--- config.mk ---
export PLATFORM = sky130hd
export DESIGN_NAME = operand_fetch
export DESIGN_NICKNAME = d
export VERILOG_FILES = /design/src/rtl/operand_fetch.sv
export SDC_FILE = /design/constraint.sdc
export NUM_CORES = 1
export LEC_CHECK = 0
export ABC_AREA = 0
export CAP_MARGIN = 5
export CORE_ASPECT_RATIO = 1.2
export CORE_MARGIN = 2
export CORE_UTILIZATION = 50
export CTS_CLUSTER_SIZE = 25
export DETAILED_ROUTE_END_ITERATION = 10
export PLACE_DENSITY_LB_ADDON = 0.15
export SETUP_SLACK_MARGIN = 0.5
export SLEW_MARGIN = 20
export SYNTH_ARGS = -nofsm -noshare
export SYNTH_HDL_FRONTEND = slang
export SYNTH_SLANG_ARGS = --single-unit
--- constraint.sdc ---
create_clock -name clk -period 8.6 [get_ports clk]
set_input_delay 1.72 -clock clk [delete_from_list [all_inputs] [get_ports clk]]
set_output_delay 1.72 -clock clk [all_outputs]
set_load 0.01 [all_outputs]
--- src/rtl/operand_fetch.sv ---
// Operand-fetch stage: drives synchronous register-file reads, resolves operands
// with writeback bypass, and stalls issue on scoreboard (RAW/WAW) hazards.
//
// state   | meaning
// IDLE    | stage empty, may accept
// READ    | register-file read in flight for held instruction
// VALID   | resolved operands presented to execute
module operand_fetch #(
    parameter int PAYLOAD_W = 32
) (
    input  logic                 clk,
    input  logic                 rst,
    input  logic                 in_valid,
    output logic                 in_ready,
    input  logic [4:0]           in_rs1,
    input  logic [4:0]           in_rs2,
    input  logic [4:0]           in_rd,
    input  logic                 in_use_rs1,
    input  logic                 in_use_rs2,
    input  logic                 in_wr_rd,
    input  logic [PAYLOAD_W-1:0] in_payload,
    output logic [4:0]           reg_rs1,
    output logic [4:0]           reg_rs2,
    input  logic [31:0]          reg_rd1,
    input  logic [31:0]          reg_rd2,
    input  logic                 wb_enable,
    input  logic [4:0]           wb_addr,
    input  logic [31:0]          wb_data,
    input  logic                 flush,
    output logic                 out_valid,
    input  logic                 out_ready,
    output logic [31:0]          out_src1,
    output logic [31:0]          out_src2,
    output logic [4:0]           out_rd,
    output logic                 out_wr_rd,
    output logic [PAYLOAD_W-1:0] out_payload
);

    typedef enum logic [1:0] {S_IDLE, S_READ, S_VALID} state_t;

    state_t                 state, state_nxt;
    logic [31:0]            busy, busy_nxt, busy_eff, wb_hit;
    logic                   hazard, can_take, accept;
    logic [4:0]             lat_rs1, lat_rs2, lat_rd;
    logic                   lat_use1, lat_use2, lat_wr;
    logic [PAYLOAD_W-1:0]   lat_payload;
    logic                   byp1_flag, byp2_flag;
    logic [31:0]            byp1_data, byp2_data;
    logic [31:0]            op1, op2;

    function automatic logic [31:0] resolve(
        input logic        use_src,
        input logic [4:0]  idx,
        input logic        byp_flag,
        input logic [31:0] byp_data,
        input logic [31:0] rf_data,
        input logic        wb_en,
        input logic [4:0]  wb_idx,
        input logic [31:0] wb_val
    );
        if (!use_src || idx == 5'd0) return 32'd0;
        if (wb_en && wb_idx == idx) return wb_val;
        if (byp_flag) return byp_data;
        return rf_data;
    endfunction

    // A writeback landing this cycle already frees its register for issue.
    always_comb begin
        wb_hit   = wb_enable ? (32'd1 << wb_addr) : 32'd0;
        busy_eff = busy & ~wb_hit & ~32'd1;
        hazard   = (in_use_rs1 & busy_eff[in_rs1]) |
                   (in_use_rs2 & busy_eff[in_rs2]) |
                   (in_wr_rd   & busy_eff[in_rd]);
        can_take = (state == S_IDLE) | ((state == S_VALID) & out_ready);
        accept   = in_valid & in_ready;
        op1      = resolve(lat_use1, lat_rs1, byp1_flag, byp1_data, reg_rd1,
                           wb_enable, wb_addr, wb_data);
        op2      = resolve(lat_use2, lat_rs2, byp2_flag, byp2_data, reg_rd2,
                           wb_enable, wb_addr, wb_data);
    end

    always_ff @(posedge clk or posedge rst) begin
        if (rst) begin
            state <= S_IDLE;
            busy  <= '0;
        end else begin
            state <= state_nxt;
            busy  <= busy_nxt;
        end
    end

    always_comb begin
        state_nxt = state;
        case (state)
            S_IDLE:  if (accept) state_nxt = S_READ;
            S_READ:  state_nxt = flush ? S_IDLE : S_VALID;
            S_VALID: begin
                if (flush)          state_nxt = S_IDLE;
                else if (out_ready) state_nxt = accept ? S_READ : S_IDLE;
            end
            default: state_nxt = S_IDLE;
        endcase
    end

    always_comb begin
        in_ready  = ~flush & ~hazard & can_take;
        out_valid = (state == S_VALID);
        reg_rs1   = can_take ? in_rs1 : lat_rs1;
        reg_rs2   = can_take ? in_rs2 : lat_rs2;
    end

    // Set beats clear: a new writer of a register retired this cycle stays busy.
    always_comb begin
        busy_nxt = busy & ~wb_hit;
        if (flush && state != S_IDLE && lat_wr) busy_nxt[lat_rd] = 1'b0;
        if (accept && in_wr_rd) busy_nxt[in_rd] = 1'b1;
        busy_nxt[0] = 1'b0;
    end

    always_ff @(posedge clk or posedge rst) begin
        if (rst) begin
            lat_rs1     <= '0;
            lat_rs2     <= '0;
            lat_rd      <= '0;
            lat_use1    <= 1'b0;
            lat_use2    <= 1'b0;
            lat_wr      <= 1'b0;
            lat_payload <= '0;
            byp1_flag   <= 1'b0;
            byp2_flag   <= 1'b0;
            byp1_data   <= '0;
            byp2_data   <= '0;
        end else if (accept) begin
            lat_rs1     <= in_rs1;
            lat_rs2     <= in_rs2;
            lat_rd      <= in_rd;
            lat_use1    <= in_use_rs1;
            lat_use2    <= in_use_rs2;
            lat_wr      <= in_wr_rd;
            lat_payload <= in_payload;
            byp1_flag   <= wb_enable && wb_addr != 5'd0 && wb_addr == in_rs1;
            byp2_flag   <= wb_enable && wb_addr != 5'd0 && wb_addr == in_rs2;
            byp1_data   <= wb_data;
            byp2_data   <= wb_data;
        end
    end

    always_ff @(posedge clk or posedge rst) begin
        if (rst) begin
            out_src1    <= '0;
            out_src2    <= '0;
            out_rd      <= '0;
            out_wr_rd   <= 1'b0;
            out_payload <= '0;
        end else if (state == S_READ && !flush) begin
            out_src1    <= op1;
            out_src2    <= op2;
            out_rd      <= lat_rd;
            out_wr_rd   <= lat_wr;
            out_payload <= lat_payload;
        end
    end

endmodule

### Yosys cells after proc, flatten, opt, wreduce, memory -nomap -nowiden

Cells that the tools add are included.

| word-level totals | value |
|---|---|
| bits in registers | 219 |
| latch bits | 0 |
| RAM bits | 0 |
| memory bits (read-only) | 0 |
| input bits | 157 |
| output and inout port bits | 114 |
| word-level logic and storage cells | 116 |
| memories | 0 |

| cells by class | value |
|---|---|
| add/subtract/negate cells | 0 |
| multipliers | 0 |
| div/mod/pow operators | 0 |
| $lt $le $gt $ge | 6 |
| eq/ne operators | 8 |
| shifts and indexed selects | 1 |
| mux-type cells | 45 |
| bitwise gates (word level) | 17 |
| reduce and logical (&&, ||, !) cells | 22 |

Operators with widths:

| operator | number |
|---|---|
| $mux 32 | 15 |
| $and 32x32->32 | 2 |
| $not 32->32 | 2 |
| $or 32x32->32 | 1 |
| $shl 1x5->32 const A | 1 |
| $lt 5x6->1 const B | 4 |
| $eq 5x5->1 | 4 |
| $mux 1 | 18 |
| $bmux 1 s5 | 3 |
| $logic_and 1x1->1 | 11 |
| $demux 1 s5 | 2 |
| $ge 5x1->1 const B | 2 |
| $logic_not 5->1 | 2 |
| $mux 5 | 2 |
| $mux 2 | 4 |
| $and 1x1->1 | 7 |
| $pmux 2 s3 | 1 |
| $reduce_bool 5->1 | 1 |
| $logic_not 1->1 | 3 |
| $ne 3x2->1 const B | 1 |
| $or 1x1->1 | 3 |
| $eq 2x1->1 const B | 1 |
| $eq 2x2->1 const B | 1 |
| $logic_not 2->1 | 1 |
| 5 further kinds | 7 |

### Depth between registers and ports, before layout

| depth | value |
|---|---|
| word-level depth | 17 |
| gate-level depth with buffers | 12 |
| gate-level depth less buffers | 8 |

### Worst setup path before layout

Ideal clock, no wire load.

| timing path | value |
|---|---|
| kind | input -> output |
| from | input wb_addr[2] |
| to | output in_ready |
| arrival | 3.753 ns |
| data required time | 6.880 ns |
| path slack | 3.127 ns |
| stages on the path | 8 |
| buffers on the path | 1 |
| cell sequence | or4b_1 clkbuf_1 o211ai_1 a2111oi_0 a221o_1 or4_1 nor3_2 and2_1 |

| between the ends | value |
|---|---|
| word-level cells in the longest chain between the ends | 12 |
| elaborated cells on any way between the ends | 18 |
| classes of those cells | 1 x shift; 7 x mux; 10 x bitwise |

Ends and longest elaborated chain:

| element | line | source |
|---|---|---|
| start, declared | 27 | `input logic [4:0] wb_addr,` |
| $shl 1x5->32 * | 69 | `wb_hit = wb_enable ? (32'd1 << wb_addr) : 32'd0;` |
| $mux 32 * | 69 |  |
| $not 32->32 * | 70 | `busy_eff = busy & ~wb_hit & ~32'd1;` |
| $and 32x32->32 * | 70 |  |
| $bmux 1 s5, on equally long branches | 71, 72 |  |
| $mux 1, on equally long branches | 71, 72 |  |
| $and 1x1->1, on equally long branches | 71, 72 |  |
| $or 1x1->1 | 71 | `hazard = (in_use_rs1 & busy_eff[in_rs1]) \|` |
| $or 1x1->1 * | 72 | `(in_use_rs2 & busy_eff[in_rs2]) \|` |
| $not 1->1 * | 106 | `in_ready = ~flush & ~hazard & can_take;` |
| $and 1x1->1 * (2 in a row) | 106 |  |
| end, declared | 14 | `output logic in_ready,` |

Mark *: on every way between the ends. The rest lies on a longest branch, timed or not. The select of a mux whose other input is x is not followed.

### Worst setup path in the final report

| timing path | value |
|---|---|
| from | input wb_addr[0] |
| to | output in_ready |

Same word-level chain as after synthesis.

==> out/qor.yml <==
sta:
  worst_slew_pin_slew_ns: 1.132
  skew_ns: 0.01305
  setup_tns_ns: 0
  rsz0062_at_grt: "false"
  period_share_pct: 87.31
  finalHoldViolCount: 0
  hold_ws_ns: 0.4559
  slew_viol_final: 0
  setup_viol: 0
  finalCriticalPeriod_ns: 7.508
  relSlewSlack_pct: 24.55
  max_freq_mhz: 133.2
cts:
  cts_tree: "done"
  post_cts_buffers: 0
  clk_pin_slew_ns: 0.06
  hold_buffers: 0
  clock_latency_ns: 0.52
  cts_max_level: 1
  clkSinkCount: 219
  clockBufferDepth: 3
  cts_root_buf: "clkbuf_16"
  numCtsBuffers: 23
  ctsResizeCount: 0
grt:
  track_usage_pct: 29.77
  first_global_vias: 9776
  grt_pass1_wl_um: 55890
  met1_usage_pct: 38.57
  grt_max_degree: 146
  grt-busiest-layer: "met2"
  overflow: 0
  antenna_found_initial: 4
  gr-usage-met2_pct: 49.54
  grt_util_met3_pct: 5.743
floorplan:
  initial_core_util_pct: 50.74
  fp.dieH_um: 168.8
  pin_count: 271
  core_region_area_um2: 22300
  fp.dieW_um: 141.3
  die_area_um2: 23850
  fp-row-count: 60
finish:
  final_nets: 1539
  final_common_cell: "clkdlybuf4s50_1"
  fill_cells: 1821
  mostFrequentLayoutCells: "clkdlybuf4s50_1, dfrtp_1, nand2_1"
  area_growth_syn_to_layout_pct: 31.50
  post_route_cells_drive_above_1_share_pct: 10.79
pwr:
  p_leak_nw: 6.132
  p_int_mw: 2.460
  p_clk_share_pct: 28.0
  pwr-share-comb_pct: 29.6
  power_frac_seq_pct: 42.4
  ir_drop_uv: 212.5
  p_sw_mw: 1.073
  p_per_area_nw_per_um2: 237.5
  swShare_pct: 30.36
placed_design:
  place_congestion: 0.9935
  dp_hpwl_um: 24940
  place.port_buffers: 270
synth:
  yosys_warnings: 0
  synth_seq_cells: 219
  async_reset_ff_share_pct: 100.0
  yosysTopAreaCell: "dfrtp_1"
  synth_cells: 1166
  yosysTopAreaCellShare_pct: 48.44
  ys_seq_area_share_pct: 48.44
  syn_area_per_cell_um2: 9.703
  synth_cell_type_count: 59
  synthTopCellsByArea: "dfrtp_1, mux2_2, mux2i_1, nand2_1, o21ai_0"
  synth_area_um2: 11310
  synth-edff-count: 0
  syn_nets: 1323
  synth_top_flop_cell: "dfrtp_1"
drt:
  vias: 9955
  drt-initial-drc-count: 748
  drc: 0
  viasPerCell: 5.919
  ant_nets: 0
  drt-total-wl_um: 36280
  drt-pass1-iter-count: 7
  wl_per_cell_um: 21.57
worst_setup_path:
  crit_fanout: 13
  worstPathRequired_ns: 6.88
  timing_worst_setup_path_type: "input pin to output port"
  end_kind: "output port"
  cp.arrival_ns: 5.79
  crit_path_start_kind: "input pin"
job:
  maxCapViolations: 0
outcome:
  outcome: "complete, no violations"
hold_path:
  hp-class: "register to register"
[layer usage]
metal | share of wire (%) | vias to the layer above
met5 | 0.044 | -
met4 | 4.0 | 2
met3 | 8.5 | 93
met2 | 49 | 496
met1 | 39 | 4793
li1 | - | 4571
[cells by family (layout without fill, tap and decap cells)]
family	Yosys count	count (layout)	share of synthesized area, %
AND/OR/NAND/NOR	368	368	14.41
AO/OA/AOI/OAI	284	284	15.33
flip-flops	219	219	48.44
multiplexers	171	171	16.50
buffers and inverters	104	337	3.771
XOR/XNOR	20	20	1.548
other	0	4	0
[critical path, cell delays in order]
cell and delay [ns]:
clkdlybuf4s50_1 0.82, nand4_1 0.68, o21ai_1 0.47, o32ai_1 0.15, o311a_1 0.30, or4_1 0.58, nor3_2 0.34, and2_1 0.18
clkdlybuf4s50_1 0.53
[worst paths after layout]
kind / slack [ns] / start / end / cells after the start
max in group asynchronous: 5.14 / rst / byp2_flag$_DFFE_PP0P_ / 3
setup / recovery: 1.09 / wb_addr[0] / in_ready / 9
hold / removal: 0.46 / lat_payload[24]$_DFFE_PP0P_ / out_payload[24]$_DFFE_PP0P_ / 2
min in group asynchronous: 1.85 / rst / lat_payload[30]$_DFFE_PP0P_ / 2
setup reg to reg: 5.04 / busy[17]$_DFF_PP0_ / lat_payload[27]$_DFFE_PP0P_ / 8
hold reg to reg: 0.46 / lat_payload[24]$_DFFE_PP0P_ / out_payload[24]$_DFFE_PP0P_ / 2
[synth_stat cells, types with 8 or more instances]
| library cell | instances |
|---|---|
| nand2_1 | 197 |
| buf_2 | 11 |
| o211ai_1 | 18 |
| dfrtp_1 | 219 |
| clkbuf_1 | 63 |
| nor4_1 | 9 |
| o21ai_0 | 96 |
| xor2_1 | 12 |
| o22ai_1 | 8 |
| mux2i_1 | 74 |
| nor2_1 | 92 |
| mux2_2 | 87 |
| o31ai_1 | 29 |
| a21oi_1 | 68 |
| buf_1 | 12 |
| nand3_1 | 20 |
| xnor2_1 | 8 |
| o21bai_1 | 20 |
| inv_1 | 14 |
[area by class of cell]
type	instances	area (um2)	area share, %
Timing Repair Buffer	281	2785	18.72
Clock inverter	7	80.08	0.5383
Clock buffer	35	680.7	4.575
Antenna cell	4	10.01	0.06728
Inverter	14	60.06	0.4037
Multi-Input combinational cell	843	5429	36.49
Tap cell	279	349.1	2.347
Sequential cell	219	5483	36.85
[power by group through the flow]
stage	Sequential, mW	Combinational, mW	Clock (mW)
2_1_floorplan	1.54	0.430	0
3_3_place_gp	1.50	1.02	0
3_5_place_dp	1.51	1.04	0
4_1_cts	1.50	1.05	1.01
5_1_grt	1.53	1.13	1.06
6_report	1.50	1.04	0.990
[flip-flops by register name, indices dropped and copies added, names as in the netlist, 31 cells and up]
name,cells
out_payload,32
out_src2,32
busy,31
lat_payload,32
byp2_data,32
out_src1,32
[per-stage QoR]
stage	instance area (um2)	utilization [%]	setup WS, ns	total power, mW	instances
floorplan	11310	-	0.8873	1.975	1166
global placement	14110	63.27	1.263	2.527	1636
detailed placement	14110	63.27	1.180	2.555	1636
CTS	14870	66.68	1.143	3.557	1678
global route	14870	66.69	0.9362	3.720	1679
finish	14880	66.72	1.092	3.533	1682
No activity file was read; power rests on OpenSTA's default activity.
